==> src/rtl/imem_fetch_ctrl.sv <==
// Instruction memory fetch controller: owns the instruction memory port while a loader
// fills it, then streams sequential fetches with stall, redirect and sticky fault handling.
module imem_fetch_ctrl #(
   parameter logic [31:0] RESET_PC  = 32'h0000_0000,
   parameter int          DEPTH     = 32,
   parameter bit          BOOT_LOAD = 1'b1
) (
   input  logic        clk,
   input  logic        rst_n,
   input  logic        load_valid,
   input  logic [31:0] load_addr,
   input  logic [31:0] load_data,
   input  logic        load_done,
   output logic        load_ready,
   output logic [7:0]  load_count,
   output logic [31:0] mem_addr,
   output logic        mem_we,
   output logic [31:0] mem_wdata,
   input  logic [31:0] mem_rdata,
   input  logic        stall,
   input  logic        redirect_valid,
   input  logic [31:0] redirect_pc,
   output logic [31:0] pc,
   output logic [31:0] instr,
   output logic        instr_valid,
   output logic        fault
);

   localparam logic [31:0] LIMIT = 32'(DEPTH * 4);

   typedef enum logic [1:0] {
      LOAD  = 2'd0,
      RUN   = 2'd1,
      FAULT = 2'd2
   } state_t;

   state_t      state;
   state_t      state_next;
   logic [31:0] fetch_ptr;
   logic [31:0] fetch_next;
   logic        write_legal;
   logic        redirect_legal;

   assign write_legal    = (load_addr[1:0] == 2'b00) && (load_addr < LIMIT);
   assign redirect_legal = (redirect_pc[1:0] == 2'b00) && (redirect_pc < LIMIT);
   assign fetch_next     = ((fetch_ptr + 32'd4) >= LIMIT) ? 32'd0 : (fetch_ptr + 32'd4);

   // The memory write strobe is masked by rst_n so a reset cycle never disturbs memory.
   always_comb begin
      state_next = state;
      load_ready = 1'b0;
      mem_addr   = 32'd0;
      mem_we     = 1'b0;
      mem_wdata  = 32'd0;
      case (state)
         LOAD: begin
            load_ready = 1'b1;
            mem_addr   = load_addr;
            mem_wdata  = load_data;
            mem_we     = load_valid && write_legal && rst_n;
            if (load_done) state_next = RUN;
         end
         RUN: begin
            mem_addr = fetch_ptr;
            if (redirect_valid && !redirect_legal) state_next = FAULT;
         end
         FAULT: state_next = FAULT;
         default: state_next = FAULT;
      endcase
   end

   always_ff @(posedge clk) begin
      if (!rst_n) begin
         state       <= BOOT_LOAD ? LOAD : RUN;
         fetch_ptr   <= RESET_PC;
         pc          <= RESET_PC;
         instr       <= 32'd0;
         instr_valid <= 1'b0;
         fault       <= 1'b0;
         load_count  <= 8'd0;
      end else begin
         state <= state_next;
         case (state)
            LOAD: begin
               if (mem_we && (load_count != 8'hFF)) load_count <= load_count + 8'd1;
               if (load_done) fetch_ptr <= RESET_PC;
            end
            RUN: begin
               // Redirect outranks stall; the bubble keeps the stale instr/pc but marks them invalid.
               if (redirect_valid) begin
                  instr_valid <= 1'b0;
                  if (redirect_legal) fetch_ptr <= redirect_pc;
                  else fault <= 1'b1;
               end else if (!stall) begin
                  instr       <= mem_rdata;
                  pc          <= fetch_ptr;
                  instr_valid <= 1'b1;
                  fetch_ptr   <= fetch_next;
               end
            end
            default: begin
               instr_valid <= 1'b0;
               fault       <= 1'b1;
            end
         endcase
      end
   end

endmodule

==> config.mk <==
export PLATFORM = sky130hd
export DESIGN_NAME = imem_fetch_ctrl
export DESIGN_NICKNAME = d
export VERILOG_FILES = /design/src/rtl/imem_fetch_ctrl.sv
export SDC_FILE = /design/constraint.sdc
export NUM_CORES = 1
export LEC_CHECK = 0
export BUFFER_PORTS_ARGS = -buffer_cell sky130_fd_sc_hd__buf_2
export CAP_MARGIN = 0
export CORE_AREA = 2 2 127 129
export CTS_CLUSTER_SIZE = 25
export DETAILED_ROUTE_END_ITERATION = 8
export DIE_AREA = 0 0 129 131
export PLACE_DENSITY = 0.69
export SYNTH_ARGS = -nofsm -noshare
export SYNTH_HDL_FRONTEND = slang
export SYNTH_SLANG_ARGS = --single-unit
export TNS_END_PERCENT = 10
==> constraint.sdc <==
create_clock -name clk -period 2.85 [get_ports clk]
set_input_delay 0 -clock clk [delete_from_list [all_inputs] [get_ports clk]]
set_output_delay 0 -clock clk [all_outputs]
set_load 0.005 [all_outputs]
; Word level (Yosys, flattened, before mapping)
; Cells that the tools add are included.
[op_classes]
n_addsub = 2
order_cmp = 3
n_eq_ne = 8
n_mux = 19
bitwise = 3
n_reduce_logical = 17
[ops]
columns = op, n
row1 = 2-to-1 mux 32 bit, 6
row2 = case mux 32 bit (2 select lines), 2
row3 = < comparator 32 x 8 -> 1 bit (second input constant), 2
row4 = adder 32 x 3 -> 32 bit (second input constant), 1
row5 = greater-or-equal comparator 32 x 8 -> 1 bit (second input constant), 1
row6 = adder 8 x 1 -> 8 bit (second input constant), 1
row7 = inequality test 2 bit (second input constant), 4
row8 = inequality test 8 bit (second input constant), 1
row9 = logical AND 1 bit, 6
row10 = zero test 2 bit, 3
row11 = 2-to-1 mux 1 bit, 6
row12 = inequality test 3 bit (second input constant), 2
row13 = AND reduction 2 bit, 3
row14 = AND reduction 3 bit, 2
row15 = 2-to-1 mux 2 bit, 2
row16 = case mux 1 bit (2 select lines), 2
row17 = case mux 2 bit (2 select lines), 1
row18 = AND reduction 4 bit, 1
row19 = inverter 1 bit, 3
row20 = equality test 2 x 1 -> 1 bit (second input constant), 1
row21 = nonzero test 2 bit, 1
row22 = zero test 1 bit, 1
[totals]
reg_bits = 108
inputBits = 134

; Longest topological paths before layout
; Gate-level depths: netlist of the first run.
[depth]
word_depth = 7
depth_mapped = 9
mapped_depth_nobuf = 8

; Worst setup path after synthesis of the first run
; No wires, ideal clock.
[synth_timing]
path_kind = register to register
startpoint = reg fetch_ptr[2]
endpoint = reg fetch_ptr[2]
arrival_time_ps = 2641
slack_ps = 139
stages_incl_launch_ff = 10
n_path_buf = 1
path_cell_list = dfxtp_1 -> ha_1 -> nand3_1 -> nor4_1 -> nand4_1 -> mux2i_1 -> a2111o_1 -> buf_6 -> or4_1 -> a21boi_1
[synth_via]
elab_chain_len = 6
[synth_rtl]
columns = element, line
row1 = from (decl), 39  ; logic [31:0] fetch_ptr;
row2 = from (signal assigned), 92  ; if (redirect_legal) fetch_ptr <= redirect_pc;
row3 = from (signal assigned), 98  ; fetch_ptr <= fetch_next;
row4 = adder 32 x 3 -> 32 bit (*), 46  ; assign fetch_next = ((fetch_ptr + 32'd4) >= LIMIT) ? 32'd0 : (fetch_ptr + 32'd4);
row5 = greater-or-equal comparator 32 x 8 -> 1 bit, 46
row6 = 2-to-1 mux 32 bit (*), 46
row7 = 2-to-1 mux 32 bit (*), 94  ; end else if (!stall) begin
row8 = 2-to-1 mux 32 bit (*), 90  ; if (redirect_valid) begin
row9 = case mux 32 bit (2 select lines) (*), 83  ; case (state)
; Every way passes the cells marked *; elsewhere a longest branch is shown, timed or not. The select of a mux whose other input is x is not followed.
; A chain may end at the register's enable or synchronous reset.

; Worst setup path in the final report of the first run
[layout_timing]
startpoint = reg fetch_ptr[13]
endpoint = reg fetch_ptr[5]
[layout_via]
elab_chain_len = 6
[layout_rtl]
columns = element, line
row1 = adder 32 x 3 -> 32 bit, 46
row2 = greater-or-equal comparator 32 x 8 -> 1 bit, 46
row3 = 2-to-1 mux 32 bit, 46
row4 = 2-to-1 mux 32 bit, 94
row5 = 2-to-1 mux 32 bit, 90
row6 = case mux 32 bit (2 select lines), 83
; No other way between the ends. The select of a mux whose other input is x is not followed.

==> flow_summary.ini, run 1 <==
[route]
wl_per_cell_um = 15.1
drt_first_pass_iters = 6
drt-initial-drc-count = 285
drtAntennaViolNets = 0
wirelength_um = 17600
via_per_inst = 4.83
drc = 0
wl_met1_um = 7490
met2WireLength_um = 8590
via_count = 5626
topRoutingLayerUsed = met4
wl_met3_um = 1270

[setup_path]
crit_chain = nand3_1 -> or4_4 -> or4_1 -> a22oi_1 -> a2111o_1 -> o31ai_1 -> a21o_1
crit_path_start = fetch_ptr[13]
slowest_stage = or4_4
r2r_slack_ns = 0.20
r2r_start = fetch_ptr[13]
critPathCaptureType = flop
criticalPathCategory = reg -> reg
arrival_ns = 2.90
rr_endpoint = fetch_ptr[5]
cp-endpoint = fetch_ptr[5]
rr_worst_depth = 7
required_ns = 3.10
worst_setup_path_start_kind = flop
worstPathMaxFanout = 9
max_stage_delay_ns = 0.52

[global_route]
grt_pass1_wl_um = 26400
antenna_found_initial = 1
grt_pass1_vias = 5138
grt_max_degree = 111
overflow = 0
grtUsageTotal = 0.200

[finish]
layout.cells.non_filler = 1166
multi_input_area_mm2 = 0.00298
seq_area_mm2 = 0.00216
fillers = 1535
syn2layout_area_growth_pct = 42.8
antenna_cells = 0
drive_gt1_frac = 0.338
layout.nets = 1081

[die]
coreArea_mm2 = 0.0156
initial_utilization = 0.342
ios = 274
fp-row-count = 46
die_y_um = 131
die_w_um = 129
die_area_mm2 = 0.0169

[synth]
synth_ff_type = dfxtp_1
syn_area_mm2 = 0.00534
syn-instance-count = 655
syn_nets = 791
yosysTopAreaCell = dfxtp_1
syn_avg_cell_area_um2 = 8.15
synthTopCellsByArea = dfxtp_1 41%, nand2_1 10%, a21boi_0 9.3%
synth_seq_cells = 108
synth_top_area_frac = 0.405
yosysSeqAreaShare = 0.405
ys_types = 55
synth_edf_count = 0
synth_warnings = 0
yosys.cell_count.top_type = nand2_1
ys_async_sr_fraction = 0
synthTopCellsByCount = 143 x nand2_1, 108 x dfxtp_1, 66 x a21boi_0

[timing]
maxSlewViolCount = 0
tightest_slew_ns = 0.941
setup_ws_ns = 0.196
post-route-min-period_ns = 2.65
fmax_mhz = 377
setup_violations = 0
fin_crit_sh = 0.931
setup_tns_ns = 0
hold_viol_final = 0
clock_skew_ns = 0.0159
slew_headroom = 0.372
rsz0062_at_grt = false

[outcome]
status = complete, no violations

[power_and_ir_drop]
leakage_nw = 3.53
seqPwrFrac = 0.464
max-vdd-ir-drop_uv = 262
power_switching_mw = 0.860
combPwrFrac = 0.158
internal_power_mw = 2.44
pwr-share-clk = 0.378
switching_share = 0.260
powerDensity_mw_per_mm2 = 434

[clocking]
cts_tree = yes
cts_buffer_depth = 2
h-tree-depth = 3
clk_latency_ns = 0.36
cts_inserted_buffers = 9
clkSinkCount = 108
cts_root_buf = clkbuf_16
clk_pin_slew_ns = 0.07

[placement]
hpwl_um = 12700
placed_cells = 1111
portBuffers = 273
dp_slack_ns = 0.129
place.gp.congestion = 0.831

[hold_path]
min-delay-start = stall
hold_class = in -> reg

[run]
cap_violations = 0
==> layout by cell type (no fill, tap or decap), types with 2 or more instances in the layout <==
cell type / count
mux2i_1: 35
clkbuf_8: 2
or3_1: 5
a21boi_0: 66
a31oi_1: 2
inv_1: 4
xor2_1: 5
nor2_1: 43
or4_1: 2
nor3_1: 9
and2_1: 41
o41ai_1: 3
a211o_1: 3
and3_1: 29
nand4_1: 15
and4_1: 3
dlygate4sd3_1: 39
o31ai_1: 4
buf_4: 19
a21o_1: 3
nand4_4: 2
nand3_1: 12
nor4_1: 14
or2_2: 2
clkbuf_16: 9
nand2_1: 143
dfxtp_2: 2
xnor2_1: 9
o21ai_0: 6
o21a_1: 3
nand2b_1: 3
dfxtp_1: 106
a21oi_1: 2
a22oi_1: 3
ha_1: 2
buf_2: 273
inv_6: 3
==> state kept, by name, summed over array words and instances (netlist names) <==
signal       flops
fault            1
fetch_ptr       32
instr           32
instr_valid      1
load_count       8
pc              32
state            2
==> timing repair <==
action,4_1_cts,5_1_grt
hold buffers,39,0
buffers inserted,0,0
gates resized for setup,0,4
setup endpoints to repair,0,6
endpoints found under the hold margin,39,0
==> power by group through the flow <==
stage / combinational (mW) / sequential (mW) / clock, mW
2_1_floorplan: 0.227 / 1.57 / 0
3_3_place_gp: 0.481 / 1.57 / 0
3_5_place_dp: 0.480 / 1.57 / 0
4_1_cts: 0.524 / 1.53 / 1.29
5_1_grt: 0.578 / 1.53 / 1.34
6_report: 0.523 / 1.53 / 1.25
==> critical path: cells and delay by family (launching register included) <==
kind / cells / cell delay, ns
flops: 1 / 0.49
simple gates: 3 / 1.21
compound gates: 4 / 0.84
==> routing by layer <==
metal  up-vias  GRT usage
li1       2828          -
met1      2586      0.240
met4         0     0.0671
met2       189      0.344
met3        23     0.0607
met5         -          0
==> final cells by class <==
cell class / count / share of cell area
Timing Repair Buffer: 331 / 0.249
Clock buffer: 11 / 0.0332
Inverter: 4 / 0.00197
Multi-Input combinational cell: 491 / 0.391
Sequential cell: 108 / 0.284
Clock inverter: 5 / 0.00525
Tap cell: 216 / 0.0355
==> per-stage QoR <==
step                      hold WS [ns]  area, um2   util  power [mW]
after detailed placement         0.260       6910  0.443        2.05
after global placement           0.252       6910  0.443        2.05
after global routing            0.0823       7620  0.489        3.45
final                           0.0507       7620  0.489        3.30
after CTS                       0.0443       7600  0.487        3.34
after floorplan                  0.103       5340      -        1.80
==> worst min path at each step <==
stage / cells past startpoint / slack, ns / endpoint
3_3_place_gp: 3 / 0.25 / instr[30]
5_1_grt: 4 / 0.08 / pc[29]
4_1_cts: 4 / 0.04 / pc[29]
3_5_place_dp: 3 / 0.26 / instr[18]
6_report: 4 / 0.05 / pc[29]
2_1_floorplan: 2 / 0.10 / mem_we
==> cells by family after synthesis <==
group / share of synthesized area
AOI/OAI and AO/OA: 0.151
xor gates and xnor gates: 0.0230
adders and majority gates: 0.00469
buffers and inverters: 0.0424
DFF: 0.405
muxes: 0.0657
and+or+nand+nor: 0.308
No activity file was read; power rests on OpenSTA's default activity.
==> run 2, diff against run 1 <==
PLACE_DENSITY = 0.66   (was 0.69)
clock period = 3 ns   (was 2.85 ns; I/O delays follow)
==> flow_summary.ini, run 2 (same netlist as run 1, synthesis figures left out) <==
[run]
cap_violations = 0

[timing]
setup_violations = 0
fmax_mhz = 365
rsz0062_at_grt = false
hold_viol_final = 0
maxSlewViolCount = 0
fin_crit_sh = 0.913
slew_headroom = 0.525
tightest_slew_ns = 0.713
post-route-min-period_ns = 2.74
setup_tns_ns = 0
clock_skew_ns = 0.00261

[global_route]
overflow = 0
antenna_found_initial = 3
grt_max_degree = 67
grtUsageTotal = 0.208
grt_pass1_vias = 4988
grt_pass1_wl_um = 27100

[clocking]
clkSinkCount = 108
h-tree-depth = 3
clk_latency_ns = 0.34
cts_buffer_depth = 2
cts_root_buf = clkbuf_16
cts_inserted_buffers = 9
cts_tree = yes
clk_pin_slew_ns = 0.07

[finish]
mostFrequentLayoutCells = 273 x buf_2, 143 x nand2_1, 107 x dfxtp_1, 66 x a21boi_0, 43 x nor2_1
utilization = 0.488
layout.cells.non_filler = 1162
layout.nets = 1075
largestRegisters = fetch_ptr x32, instr x32, pc x32
final_common_cell = buf_2
syn2layout_area_growth_pct = 42.8
drive_gt1_frac = 0.333

[outcome]
status = complete, no violations

[power_and_ir_drop]
total_power_mw = 3.26
leakage_nw = 3.51
powerDensity_mw_per_mm2 = 428
max-vdd-ir-drop_uv = 288

[placement]
portBuffers = 273
placed_cells = 1105
place.gp.congestion = 0.793
hpwl_um = 13400

[setup_path]
required_ns = 3.28
criticalPathCategory = reg -> reg
critPathCaptureType = flop
crit_top_cell = nand4_1
max_stage_delay_ns = 0.54
arrival_ns = 3.02
crit_chain = nand4_1 -> buf_4 -> nor4_1 -> nand4_1 -> a22oi_1 -> nand4_2 -> or4_1 -> a21boi_1
slowest_stage = or4_1
worstPathMaxFanout = 9
path_buf_inv = 1
crit_family = simple AND/OR/NAND/NOR gates
worst_setup_path_start_kind = flop

[die]
die_y_um = 131
coreArea_mm2 = 0.0156
ios = 274
initial_utilization = 0.342
die_w_um = 129
die_area_mm2 = 0.0169
fp-row-count = 46

[route]
wl_per_cell_um = 15.7
drc = 0
wirelength_um = 18300
drt-initial-drc-count = 260
drtAntennaViolNets = 0
via_per_inst = 4.82
via_count = 5596
drt_first_pass_iters = 4

[hold_path]
hold_class = in -> reg
[run 2: cell type report]
class                           instances  area, um2
Sequential cell                       108       2160
Clock inverter                          6       86.3
Antenna cell                            2       5.00
Inverter                                4       15.0
Timing Repair Buffer                  325       1870
Tap cell                              216        270
Fill cell                            1559       7980
Clock buffer                           10        239
Multi-Input combinational cell        491       2970
[run 2: final timing paths]
path | from | slack (ns) | end | cells after the start
hold reg to reg | pc[13] | 0.46 | pc[13] | 2
hold / removal | stall | 0.08 | instr_valid | 4
setup reg to reg | fetch_ptr[4] | 0.26 | fetch_ptr[2] | 8
setup / recovery | fetch_ptr[4] | 0.26 | fetch_ptr[2] | 8
[run 2: metrics by stage]
step | setup WS (ns) | hold slack (ns) | instance area (um2)
after floorplan | 0.289 | 0.103 | 5340
after global placement | 0.255 | 0.252 | 6880
after detailed placement | 0.157 | 0.258 | 6880
after CTS | 0.134 | 0.0536 | 7600
after global routing | 0.000880 | 0.111 | 7610
final | 0.262 | 0.0771 | 7620
[run 2: what timing repair did]
action | CTS | global route
resized for setup | 0 | 2
setup buffers | 0 | 0
hold buffers | 39 | 0
endpoints found under the hold margin | 39 | 0
setup endpoints to repair | 0 | 2
[run 2: per-layer routing]
| layer | global-route usage | routed length [um] | share of wire |
|---|---|---|---|
| met2 | 0.351 | 8980 | 0.49 |
| met1 | 0.262 | 7950 | 0.43 |
| met3 | 0.0546 | 956 | 0.052 |
| met4 | 0.0601 | 374 | 0.020 |
| met5 | 0 | 13 | 0.00071 |
[run 2: power by group]
group          switching (mW)  internal (mW)  leakage, nW
Sequential            0.00730           1.45        0.872
Combinational           0.253          0.255         2.48
Clock                   0.544          0.755        0.159
[run 2: worst min-delay path: stages]
cell	delay, ns
buf_2	0.14
inv_1	0.05
a21oi_1	0.13
nor4bb_1	0.06
